## src/rtl/fetch_entry_arbiter.sv

```systemverilog
// Round-robin arbiter sharing the decode fetch-entry port between instruction sources.
// Define FETCH_ARB_STRICT_PRIO_EN to replace round-robin with fixed lowest-index priority.
module fetch_entry_arbiter #(
    parameter int NR_PORTS   = 2,
    parameter int ENTRY_W    = 64,
    parameter int DEBUG_PORT = 1,
    parameter int IDX_W      = (NR_PORTS > 1) ? $clog2(NR_PORTS) : 1
) (
    input  logic                        clk_i,
    input  logic                        rst_i,
    input  logic                        flush_i,
    input  logic                        debug_mode_i,
    input  logic [NR_PORTS-1:0]         req_valid_i,
    input  logic [NR_PORTS*ENTRY_W-1:0] req_entry_i,
    output logic [NR_PORTS-1:0]         req_ready_o,
    output logic [ENTRY_W-1:0]          fetch_entry_o,
    output logic                        fetch_entry_valid_o,
    input  logic                        fetch_entry_ready_i,
    output logic [IDX_W-1:0]            grant_idx_o,
    output logic                        locked_o
);
    typedef enum logic {ARB, HOLD} state_e;

    state_e                             state_q;
    logic [IDX_W-1:0]                   hold_idx_q;
    logic [IDX_W-1:0]                   scan_base;
    logic [NR_PORTS-1:0][ENTRY_W-1:0]   entries;
    logic [NR_PORTS-1:0]                dbg_mask;
    logic [NR_PORTS-1:0]                elig;
    logic [IDX_W:0]                     pick_res;
    logic                               win_vld;
    logic [IDX_W-1:0]                   win_idx;
    logic                               gnt_vld;
    logic [IDX_W-1:0]                   gnt_idx;
    logic                               hs;

    assign entries = req_entry_i;

    // First set bit of m scanning upward from base, wrapping at NR_PORTS.
    function automatic logic [IDX_W:0] pick(input logic [NR_PORTS-1:0] m,
                                            input logic [IDX_W-1:0]    base);
        logic [IDX_W:0] r;
        int             k;
        r = '0;
        for (int i = NR_PORTS - 1; i >= 0; i--) begin
            k = int'(base) + i;
            if (k >= NR_PORTS) k = k - NR_PORTS;
            if (m[IDX_W'(k)]) r = {1'b1, IDX_W'(k)};
        end
        return r;
    endfunction

    function automatic logic [IDX_W-1:0] nxt(input logic [IDX_W-1:0] idx);
        return (idx == IDX_W'(NR_PORTS - 1)) ? '0 : idx + 1'b1;
    endfunction

`ifdef FETCH_ARB_STRICT_PRIO_EN
    assign scan_base = '0;
`else
    logic [IDX_W-1:0] rr_ptr_q;

    assign scan_base = rr_ptr_q;

    always_ff @(posedge clk_i) begin
        if (rst_i)   rr_ptr_q <= '0;
        else if (hs) rr_ptr_q <= nxt(gnt_idx);
    end
`endif

    always_comb begin
        dbg_mask             = '0;
        dbg_mask[DEBUG_PORT] = 1'b1;
        elig                 = req_valid_i & (debug_mode_i ? dbg_mask : {NR_PORTS{1'b1}});
        pick_res             = pick(elig, scan_base);
        win_vld              = pick_res[IDX_W];
        win_idx              = pick_res[IDX_W-1:0];
    end

    // Reset and flush blank every output; a held grant ignores masking and the pointer.
    always_comb begin
        gnt_vld  = 1'b0;
        gnt_idx  = '0;
        locked_o = 1'b0;
        if (!rst_i && !flush_i) begin
            if (state_q == HOLD) begin
                gnt_vld  = 1'b1;
                gnt_idx  = hold_idx_q;
                locked_o = 1'b1;
            end else if (win_vld) begin
                gnt_vld = 1'b1;
                gnt_idx = win_idx;
            end
        end
        hs                   = gnt_vld & fetch_entry_ready_i;
        fetch_entry_valid_o  = gnt_vld;
        grant_idx_o          = gnt_idx;
        fetch_entry_o        = gnt_vld ? entries[gnt_idx] : '0;
        req_ready_o          = '0;
        req_ready_o[gnt_idx] = hs;
    end

    always_ff @(posedge clk_i) begin
        if (rst_i) begin
            state_q    <= ARB;
            hold_idx_q <= '0;
        end else if (flush_i) begin
            state_q <= ARB;
        end else begin
            case (state_q)
                ARB: begin
                    if (win_vld && !fetch_entry_ready_i) begin
                        hold_idx_q <= win_idx;
                        state_q    <= HOLD;
                    end
                end
                HOLD: begin
                    if (fetch_entry_ready_i) state_q <= ARB;
                end
                default: state_q <= ARB;
            endcase
        end
    end
endmodule

```

## config.mk

```make
export PLATFORM = sky130hd
export DESIGN_NAME = fetch_entry_arbiter
export DESIGN_NICKNAME = d
export VERILOG_FILES = /design/src/rtl/fetch_entry_arbiter.sv
export SDC_FILE = /design/constraint.sdc
export NUM_CORES = 1
export LEC_CHECK = 0
export BUFFER_PORTS_ARGS = -buffer_cell sky130_fd_sc_hd__buf_2
export CELL_PAD_IN_SITES_DETAIL_PLACEMENT = 1
export CELL_PAD_IN_SITES_GLOBAL_PLACEMENT = 1
export CORE_MARGIN = 2
export CORE_UTILIZATION = 22
export CTS_BUF_LIST = sky130_fd_sc_hd__clkbuf_4 sky130_fd_sc_hd__clkbuf_8
export DETAILED_ROUTE_END_ITERATION = 6
export PLACE_DENSITY = 0.82
export SLEW_MARGIN = 20
export SYNTH_ARGS = -nofsm -noshare
export SYNTH_HDL_FRONTEND = slang
export SYNTH_SLANG_ARGS = --single-unit
```

## constraint.sdc

```tcl
create_clock -name clk_i -period 2.4 [get_ports clk_i]
set_input_delay 0.72 -clock clk_i [delete_from_list [all_inputs] [get_ports clk_i]]
set_output_delay 0.72 -clock clk_i [all_outputs]
set_load 0.005 [all_outputs]
```

==> results.yml, run 1 <==
run_status:
  outcome: "complete, but fails checks"
  violations: "negative setup slack"
clocking:
  cts_tree: "built"
  clkLatencyLatePin_ns: 0.22
  cts-root-buf: "clkbuf_8"
  clk_pin_slew_ns: 0.03
  hold_buffers: 0
  htree_levels: 1
  clock_sinks: 3
  clock_path_buffers: 2
  cts_inserted_buffers: 3
setup_path:
  reg2regPathDepth: 4
  cp_cell_sequence: "buf_8 -> nor4bb_4 -> buf_6 -> buf_8 -> clkbuf_16 -> o21ai_2 -> a21oi_2 -> buf_2"
  cp.required_ns: 1.68
  worstSetupPathType: "input port to output pin"
  cp_slowest_cell: "nor4bb_4"
  worst_setup_path_end_kind: "output pin"
  critical-path-top-delay-family: "buffers and inverters"
  cp_max_fo: 5
  rr_endpoint: "rr_ptr_q$_SDFFE_PP0N_"
  cp.arrival_ns: 1.90
  cp-startpoint: "debug_mode_i"
  cp_num_buf_inv: 5
  r2r_start: "state_q$_SDFF_PP0_"
  cp-start-kind: "input port"
  r2r_slack_ns: 1.11
  cpPeakStageDelay_ns: 0.26
  path_common_cell: "buf_8"
min_path:
  whs_endpoint: "hold_idx_q$_SDFFE_PP0P_"
  hold_start: "hold_idx_q$_SDFFE_PP0P_"
  whs_path_depth: 2
  hold_class: "flop to flop"
grt:
  first_global_vias: 2989
  overflow: 0
  grt_max_degree: 41
  track_usage: 0.207
  grt_antenna_before_repair: 0
  grt_pass1_wl_mm: 14.9
timing:
  layout_min_cycle_time_ns: 2.62
  fmax_mhz: 381
  layout_setup_ws_ns: -0.224
  setup_tns_ns: -10.93
  skew_ns: 0.00248
  post-route-period-util: 1.09
  maxSlewViolCount: 0
  hold_viol: 0
  rsz0062_at_grt: "yes"
  tightestPinTransition_ns: 0.434
  slew-limit-headroom: 0.711
  setup_viol: 67
power:
  seqPwrFrac: 0.094
  clkPwrFrac: 0.284
  leakage_nw: 1.93
  p_int_mw: 0.372
  p_sw_frac: 0.340
  power_density_nw_per_um2: 140
  peakVddDrop_mv: 0.334
  power_frac_comb: 0.623
  power.switching_mw: 0.191
layout:
  multiInputGateArea_um2: 1800
  syn_to_final_growth_pct: 118
  layout.nets: 615
  nFillCells: 1017
  utilization: 0.493
  final_design_area_no_fill_um2: 4010
  seq_area_um2: 60.1
  diodes: 0
  drive_above_1_share: 0.812
floorplan:
  num_io_pins: 204
  rows: 33
  fp.dieH_um: 95.3
  core_um2: 8130
  start_util: 0.226
  die_w_um: 95.3
  die-area_um2: 9090
logic_synthesis:
  ys_types: 28
  synth_area_leaders: "a21oi_2 23%, o21ai_2 23%, nand3_1 17%"
  yosys.area.top_type_share: 0.234
  yosys_warnings: 0
  synth_top_area_cell: "a21oi_2"
  yosysSeqAreaShare: 0.0327
  synth_edf_count: 0
  syn-cell-area_um2: 1840
  synth_seq_cells: 3
  syn_inst: 256
  synth_ff_type: "dfxtp_1"
  synth_area_per_cell_um2: 7.17
  synthArstFlopShare: 0
  synth_fp_nets: 391
routing:
  drt-wirelength-per-cell_um: 18.3
  wl_mm: 10.7
  via_per_inst: 5.09
  drtPass1Iterations: 4
  post-route-drc-count: 0
  ant_nets: 0
  via_count: 2970
  detail_route.iter0.violations: 46
placement:
  place_area_um2: 3060
  port_buffers: 202
  dp_hpwl_mm: 6.68
  post-place-ws_ns: -0.309
  gp_congestion: 0.812
flow_run:
  cap_violations: 0
## routing by layer
layer	global-route usage	wire length [µm]	vias up
met2	0.418	5890	113
met3	0.0221	582	7
met5	0	0	-
met4	0.0254	41	0
li1	-	-	1413
met1	0.235	4170	1437
## cells by family (layout without fill, tap and decap cells)
kind of cell | count (synthesis) | after routing | synth area share
compound gates | 132 | 132 | 0.564
buf+inv | 38 | 261 | 0.149
flops | 3 | 3 | 0.0327
mux | 1 | 1 | 0.00545
simple gates | 82 | 82 | 0.249
## worst max-delay path by stage
| stage | slack [ns] | end | depth (start not counted) |
|---|---|---|---|
| 2_1_floorplan | 0.12 | req_ready_o[1] | 5 |
| 3_3_place_gp | -0.29 | fetch_entry_o[49] | 6 |
| 3_5_place_dp | -0.31 | fetch_entry_o[35] | 7 |
| 4_1_cts | -0.22 | fetch_entry_o[9] | 8 |
| 5_1_grt | -0.28 | fetch_entry_o[11] | 8 |
| 6_report | -0.22 | fetch_entry_o[11] | 8 |
## registers in the layout, summed over array words and instances, names as in the netlist
signal      cells
state_q         1
hold_idx_q      1
rr_ptr_q        1
## cell usage after synthesis (all sizes together) (2+ instances only)
| library cell | count |
|---|---|
| a21oi | 65 |
| buf | 28 |
| clkbuf | 8 |
| dfxtp | 3 |
| inv | 2 |
| nand2b | 4 |
| nand3 | 64 |
| nor2 | 4 |
| nor3 | 4 |
| o21ai | 65 |
## through the flow
| stage | hold WS, ns | instances | power [mW] |
|---|---|---|---|
| final | 0.545 | 584 | 0.563 |
| after global routing | 0.560 | 584 | 0.602 |
| after CTS | 0.543 | 577 | 0.540 |
| after detailed placement | 0.539 | 556 | 0.331 |
| after global placement | 0.517 | 556 | 0.320 |
| after floorplan | 0.470 | 256 | 0.160 |
## worst min-delay path, cell delays in order, from the launching register on
cell and delay, ns:
dfxtp_1 0.35, nand2b_1 0.09, mux2i_1 0.06
## power groups by stage
| stage | Clock (mW) | Combinational [mW] | Sequential [mW] |
|---|---|---|---|
| floorplan | 0 | 0.108 | 0.0527 |
| global placement | 0 | 0.267 | 0.0532 |
| detailed placement | 0 | 0.277 | 0.0534 |
| CTS | 0.165 | 0.323 | 0.0527 |
| global route | 0.171 | 0.379 | 0.0527 |
| finish | 0.160 | 0.351 | 0.0527 |
## area by class of cell
| type | instances | area share |
|---|---|---|
| inverters | 2 | 0.00187 |
| repair buffers | 255 | 0.489 |
| well taps | 105 | 0.0328 |
| clock buffers | 4 | 0.0122 |
| flip-flops and latches | 3 | 0.0150 |
| multi-input cells | 215 | 0.449 |
## layout by cell type (no fill, tap or decap), types with 2 or more instances in the layout
cell and instances:
clkbuf_8 3, a21oi_2 54, dfxtp_1 3, a21oi_1 11
buf_12 12, buf_8 5, o21ai_2 38, nor2_1 3
buf_16 9, buf_6 11, buf_4 11, o21ai_4 14
clkbuf_16 5, o21ai_1 6, inv_1 2, buf_2 200
nand3_1 49, o21ai_0 7, bufbuf_16 2, nor3_2 3
nand3_2 8, nand2b_1 4, nand3_4 7
## timing repair
action / CTS / global route
endpoints found under the setup margin: 68 / 68
pin swaps: 21 / 68
gates resized for setup: 45 / 45
buffers inserted: 6 / 4
gates cloned: 11 / 5
No activity file was read; power rests on OpenSTA's default activity.
==> run 2: changes to the inputs <==
Settings changed: CELL_PAD_IN_SITES_DETAIL_PLACEMENT 1 to unset, CELL_PAD_IN_SITES_GLOBAL_PLACEMENT 1 to unset, CORE_AREA set to 2 2 79 81, CORE_MARGIN 2 to unset, CORE_UTILIZATION 22 to unset, DIE_AREA set to 0 0 81 83, PLACE_DENSITY 0.82 to 0.73.
==> results.yml, run 2 (synthesis results as in run 1) <==
run_status:
  outcome: "complete, but fails checks"
  violations: "negative setup slack"
layout:
  layout.nets: 605
  reg_top3: "hold_idx_q x1, rr_ptr_q x1, state_q x1"
  final_cell_mix: "199 x buf_2, 64 x nand3_1, 51 x o21ai_2, 51 x a21oi_2"
  final_common_cell: "buf_2"
  final_design_area_no_fill_um2: 3490
  diodes: 0
  drive_above_1_share: 0.774
  fin_cells: 544
  syn_to_final_growth_pct: 90.3
setup_path:
  worst_setup_path_end_kind: "output pin"
  cp.arrival_ns: 1.86
  reg2regPathDepth: 3
  cp_cell_sequence: "buf_6 -> nor4bb_4 -> buf_4 -> buf_8 -> buf_12 -> o21ai_2 -> a21oi_2 -> buf_2"
  cp_slowest_cell: "nor4bb_4"
  cp-start-kind: "input port"
  cpPeakStageDelay_ns: 0.29
  cp.required_ns: 1.68
  cp_max_fo: 6
  worstSetupPathType: "input port to output pin"
grt:
  grt_pass1_wl_mm: 12.5
  grt_antenna_before_repair: 0
  track_usage: 0.223
  overflow: 0
  first_global_vias: 2792
  grt_max_degree: 38
routing:
  via_count: 2786
  detail_route.iter0.violations: 70
  ant_nets: 0
  wl_mm: 7.95
  via_per_inst: 5.12
  drt-wirelength-per-cell_um: 14.6
  post-route-drc-count: 0
  drtPass1Iterations: 4
floorplan:
  rows: 28
  num_io_pins: 204
  die-area_um2: 6720
  core_um2: 5820
  start_util: 0.316
  die_w_um: 81
  fp.dieH_um: 83
timing:
  fmax_mhz: 387
  setup_tns_ns: -8.06
  hold_viol: 0
  skew_ns: 0.000785
  post-route-period-util: 1.08
  setup_viol: 68
  layout_setup_ws_ns: -0.183
  slew-limit-headroom: 0.716
  whs_ns: 0.560
  tightestPinTransition_ns: 0.425
  rsz0062_at_grt: "yes"
  layout_min_cycle_time_ns: 2.58
  maxSlewViolCount: 0
placement:
  gp_congestion: 0.756
  port_buffers: 202
  dp_cells: 520
  dp_hpwl_mm: 5.38
  place_area_um2: 3010
clocking:
  hold_buffers: 0
  clk_pin_slew_ns: 0.03
  clkLatencyLatePin_ns: 0.21
  cts_tree: "built"
  cts_inserted_buffers: 3
  htree_levels: 1
  clock_sinks: 3
  clock_path_buffers: 2
  cts-root-buf: "clkbuf_8"
power:
  power_density_nw_per_um2: 149
  totalPowerFinal_mw: 0.520
  leakage_nw: 1.73
  peakVddDrop_mv: 0.445
min_path:
  whs_path_depth: 2
  hold_class: "flop to flop"
flow_run:
  cap_violations: 0
==> run 2: repair_timing <==
action,4_1_cts,5_1_grt
buffers inserted,12,1
resized for setup,36,7
pin swaps,64,1
gates cloned,10,2
endpoints found under the setup margin,66,67
==> run 2: critical path, delay by kind of cell <==
kind                   cells  cell delay, ns
and+or+nand+nor            1            0.29
buffers and inverters      5            0.67
AOI/OAI and AO/OA          2            0.18
==> run 2: final timing paths <==
kind                                         startpoint                       to  slack [ns]
worst max-delay path                       debug_mode_i        fetch_entry_o[13]       -0.18
worst min-delay path            hold_idx_q$_SDFFE_PP0P_  hold_idx_q$_SDFFE_PP0P_        0.56
worst max register to register       state_q$_SDFF_PP0_    rr_ptr_q$_SDFFE_PP0N_        1.13
worst min register to register  hold_idx_q$_SDFFE_PP0P_  hold_idx_q$_SDFFE_PP0P_        0.56
==> run 2: cell type report <==
cell class	count	area, µm²
fillers	527	2320
well taps	75	93.8
flip-flops and latches	3	60.1
clock buffers	4	48.8
inverters	2	10.0
multi-input cells	215	1580
repair buffers	245	1700
==> run 2: stage by stage <==
stage	worst slack, ns	utilization
final	-0.183	0.600
after global routing	-0.254	0.600
after CTS	-0.175	0.608
after detailed placement	-0.222	0.517
after global placement	-0.216	0.517
after floorplan	0.120	-
==> run 2: power breakdown <==
group	switching, mW	internal (mW)	total [mW]	leakage (nW)
sequential	0.00166	0.0514	0.0530	0.0243
combinational	0.133	0.179	0.312	1.68
clock	0.0303	0.124	0.155	0.0262
total	0.165	0.355	0.520	1.73
==> run 2: per-layer routing <==
metal | track usage | up-vias | part of all wire
li1 | - | 1384 | -
met2 | 0.448 | 119 | 0.54
met5 | 0 | - | 0
met4 | 0.0339 | 0 | 0.0010
met1 | 0.243 | 1281 | 0.39
met3 | 0.0283 | 2 | 0.067
==> run 3: changes to the inputs <==
Settings changed: ABC_AREA set to 1, CORE_AREA 2 2 79 81 to 2 2 80 82, DIE_AREA 0 0 81 83 to 0 0 82 84, PLACE_DENSITY 0.73 to 0.68.
==> results.yml, run 3 <==
logic_synthesis:
  synth_edf_count: 0
  yosys.area.top_type_share: 0.313
  synth_common_cells: "138 x nor2_1, 72 x inv_1, 71 x nand2_1"
  synth_mux_area_frac: 0
  ys_types: 15
  syn-cell-area_um2: 1650
  synth_seq_cells: 3
  syn_inst: 384
  synth_area_per_cell_um2: 4.30
  synth_ff_type: "dfxtp_1"
  yosysMostFrequentCell: "nor2_1"
  synthAdderAreaFrac: 0
  synth_top_family_by_area: "simple AND/OR/NAND/NOR gates"
  synth_compound_area_frac: 0.00303
  synth_fp_nets: 519
  synth_top_area_cell: "nor2_1"
  synthArstFlopShare: 0
  synth_area_leaders: "nor2_1 31%, nand3_1 20%, inv_1 16%"
  synth-xor-area-share: 0
  yosys_warnings: 0
  synth-simple-area-share: 0.706
  yosysSeqAreaShare: 0.0363
timing:
  fmax_mhz: 408
  tightestPinTransition_ns: 0.179
  layout_setup_ws_ns: -0.0519
  hold_viol: 0
  skew_ns: 0.000615
  setup_viol: 62
  slew-limit-headroom: 0.880
  rsz0062_at_grt: "yes"
  layout_min_cycle_time_ns: 2.45
  maxSlewViolCount: 0
  post-route-period-util: 1.02
layout:
  utilization: 0.483
  drive_above_1_share: 0.414
  fin_cells: 657
  final_common_cell: "buf_2"
  reg_top3: "hold_idx_q x1, rr_ptr_q x1, state_q x1"
  final_cell_mix: "202 x buf_2, 126 x nor2_1, 71 x inv_1, 71 x nand2_1, 66 x nand3_1"
  multiInputGateArea_um2: 1210
  nFillCells: 662
  seq_area_um2: 60.1
  syn_to_final_growth_pct: 78.0
  final_design_area_no_fill_um2: 2940
  diodes: 0
  layout.nets: 716
power:
  power_frac_comb: 0.542
  power_density_nw_per_um2: 155
  seqPwrFrac: 0.116
  p_int_mw: 0.317
  leakage_nw: 2.19
  totalPowerFinal_mw: 0.454
  p_sw_frac: 0.303
  peakVddDrop_mv: 0.353
  power.switching_mw: 0.138
  clkPwrFrac: 0.342
clocking:
  clkLatencyLatePin_ns: 0.21
  cts-root-buf: "clkbuf_8"
  htree_levels: 1
  clock_path_buffers: 2
  cts_inserted_buffers: 3
  clock_sinks: 3
  cts_tree: "built"
  clk_pin_slew_ns: 0.03
setup_path:
  cp_max_fo: 37
  cp.required_ns: 1.68
  worst_setup_path_end_kind: "output pin"
  r2r_slack_ns: 1.04
  rr_endpoint: "rr_ptr_q$_SDFFE_PP0N_"
  reg2regPathDepth: 7
  worstSetupPathType: "input port to output pin"
  cp.arrival_ns: 1.73
  cp-start-kind: "input port"
  r2r_start: "state_q$_SDFF_PP0_"
run_status:
  outcome: "complete, but fails checks"
  violations: "negative setup slack"
grt:
  grt_max_degree: 39
  busiest_layer: "met2"
  grt_antenna_before_repair: 0
  met3_usage: 0.0184
  met2_usage: 0.354
  grt_pass1_wl_mm: 10.1
  track_usage: 0.170
  first_global_vias: 2520
  use_met1: 0.179
  overflow: 0
floorplan:
  num_io_pins: 204
  fp.dieH_um: 84
  rows: 29
  core_um2: 6100
  start_util: 0.271
  die_w_um: 82
  die-area_um2: 6890
placement:
  place_area_um2: 2810
  dp_cells: 651
  port_buffers: 202
  dp_hpwl_mm: 4.77
  gp_congestion: 0.777
min_path:
  whs_path_depth: 2
  whs_endpoint: "hold_idx_q$_SDFFE_PP0P_"
  hold_start: "rr_ptr_q$_SDFFE_PP0N_"
  hold_class: "flop to flop"
routing:
  ant_nets: 0
  drtPass1Iterations: 4
  drt-wirelength-per-cell_um: 9.40
  post-route-drc-count: 0
  detail_route.iter0.violations: 102
  wl_mm: 6.18
  via_per_inst: 4.31
  via_count: 2834
flow_run:
  cap_violations: 0
## run 3: cell types whose count changed after synthesis, sizes merged, moves of 3 or more
cell    before  now
a21oi       65    0
nor3         4    1
nand2b       4    0
buf         28   21
nand3       64   69
nand2        1   71
inv          2   73
clkbuf       8    5
nor2         4  139
o21ai       65    1
## run 3: cells by family after synthesis
logic type	after synthesis
and+or+nand+nor	281
AOI/OAI and AO/OA	1
DFF	3
buffers and inverters	99
## run 3: layer usage
metal / wire [µm] / part of all wire / up-vias
met5: 0 / 0 / -
met4: 17 / 0.0028 / 0
met3: 476 / 0.077 / 2
met2: 3190 / 0.52 / 113
met1: 2500 / 0.40 / 1201
li1: - / - / 1518
## run 3: power by group through the flow
stage	Sequential [mW]	Combinational, mW	Clock, mW
after floorplan	0.0532	0.0954	0
after global placement	0.0535	0.235	0
after detailed placement	0.0535	0.238	0
after CTS	0.0528	0.243	0.160
after global routing	0.0530	0.283	0.167
final	0.0529	0.246	0.155
## run 3: critical path, stage by stage
cell,delay [ns]
buf_2,0.12
nor2_4,0.17
nand3_2,0.14
buf_12,0.20
nand3_1,0.09
nand2_1,0.05
nor2_1,0.11
buf_2,0.13
## run 3: worst max-delay path by stage
stage | start | to | cells past startpoint | slack, ns
final | rst_i | fetch_entry_o[50] | 8 | -0.05
after global routing | debug_mode_i | fetch_entry_o[19] | 10 | -0.17
after CTS | flush_i | fetch_entry_o[50] | 8 | -0.07
after detailed placement | flush_i | fetch_entry_o[50] | 8 | -0.08
after global placement | flush_i | fetch_entry_o[25] | 8 | -0.08
after floorplan | debug_mode_i | fetch_entry_o[0] | 9 | 0.15
## run 3: area by class of cell
type                       instances  share of cell area
timing repair buffer             218               0.424
multi-input combinational        282               0.411
inverter                          73              0.0949
tap                               77              0.0328
sequential                         3              0.0204
clock buffer                       4              0.0166
## run 3: what timing repair did
action	in CTS	in global routing
pin swaps	0	1
cloned	0	1
hold endpoints to repair	0	0
hold buffers	0	0
resized for setup	7	11
setup buffers	1	0
endpoints found under the setup margin	63	66
## run 3: stage by stage
stage               hold slack [ns]  worst slack [ns]  TNS (ns)
floorplan                     0.484             0.153         0
global placement              0.516           -0.0832     -2.17
detailed placement            0.527           -0.0848     -2.65
CTS                           0.535           -0.0720     -1.21
global route                  0.583            -0.168     -7.79
finish                        0.545           -0.0519     -1.69
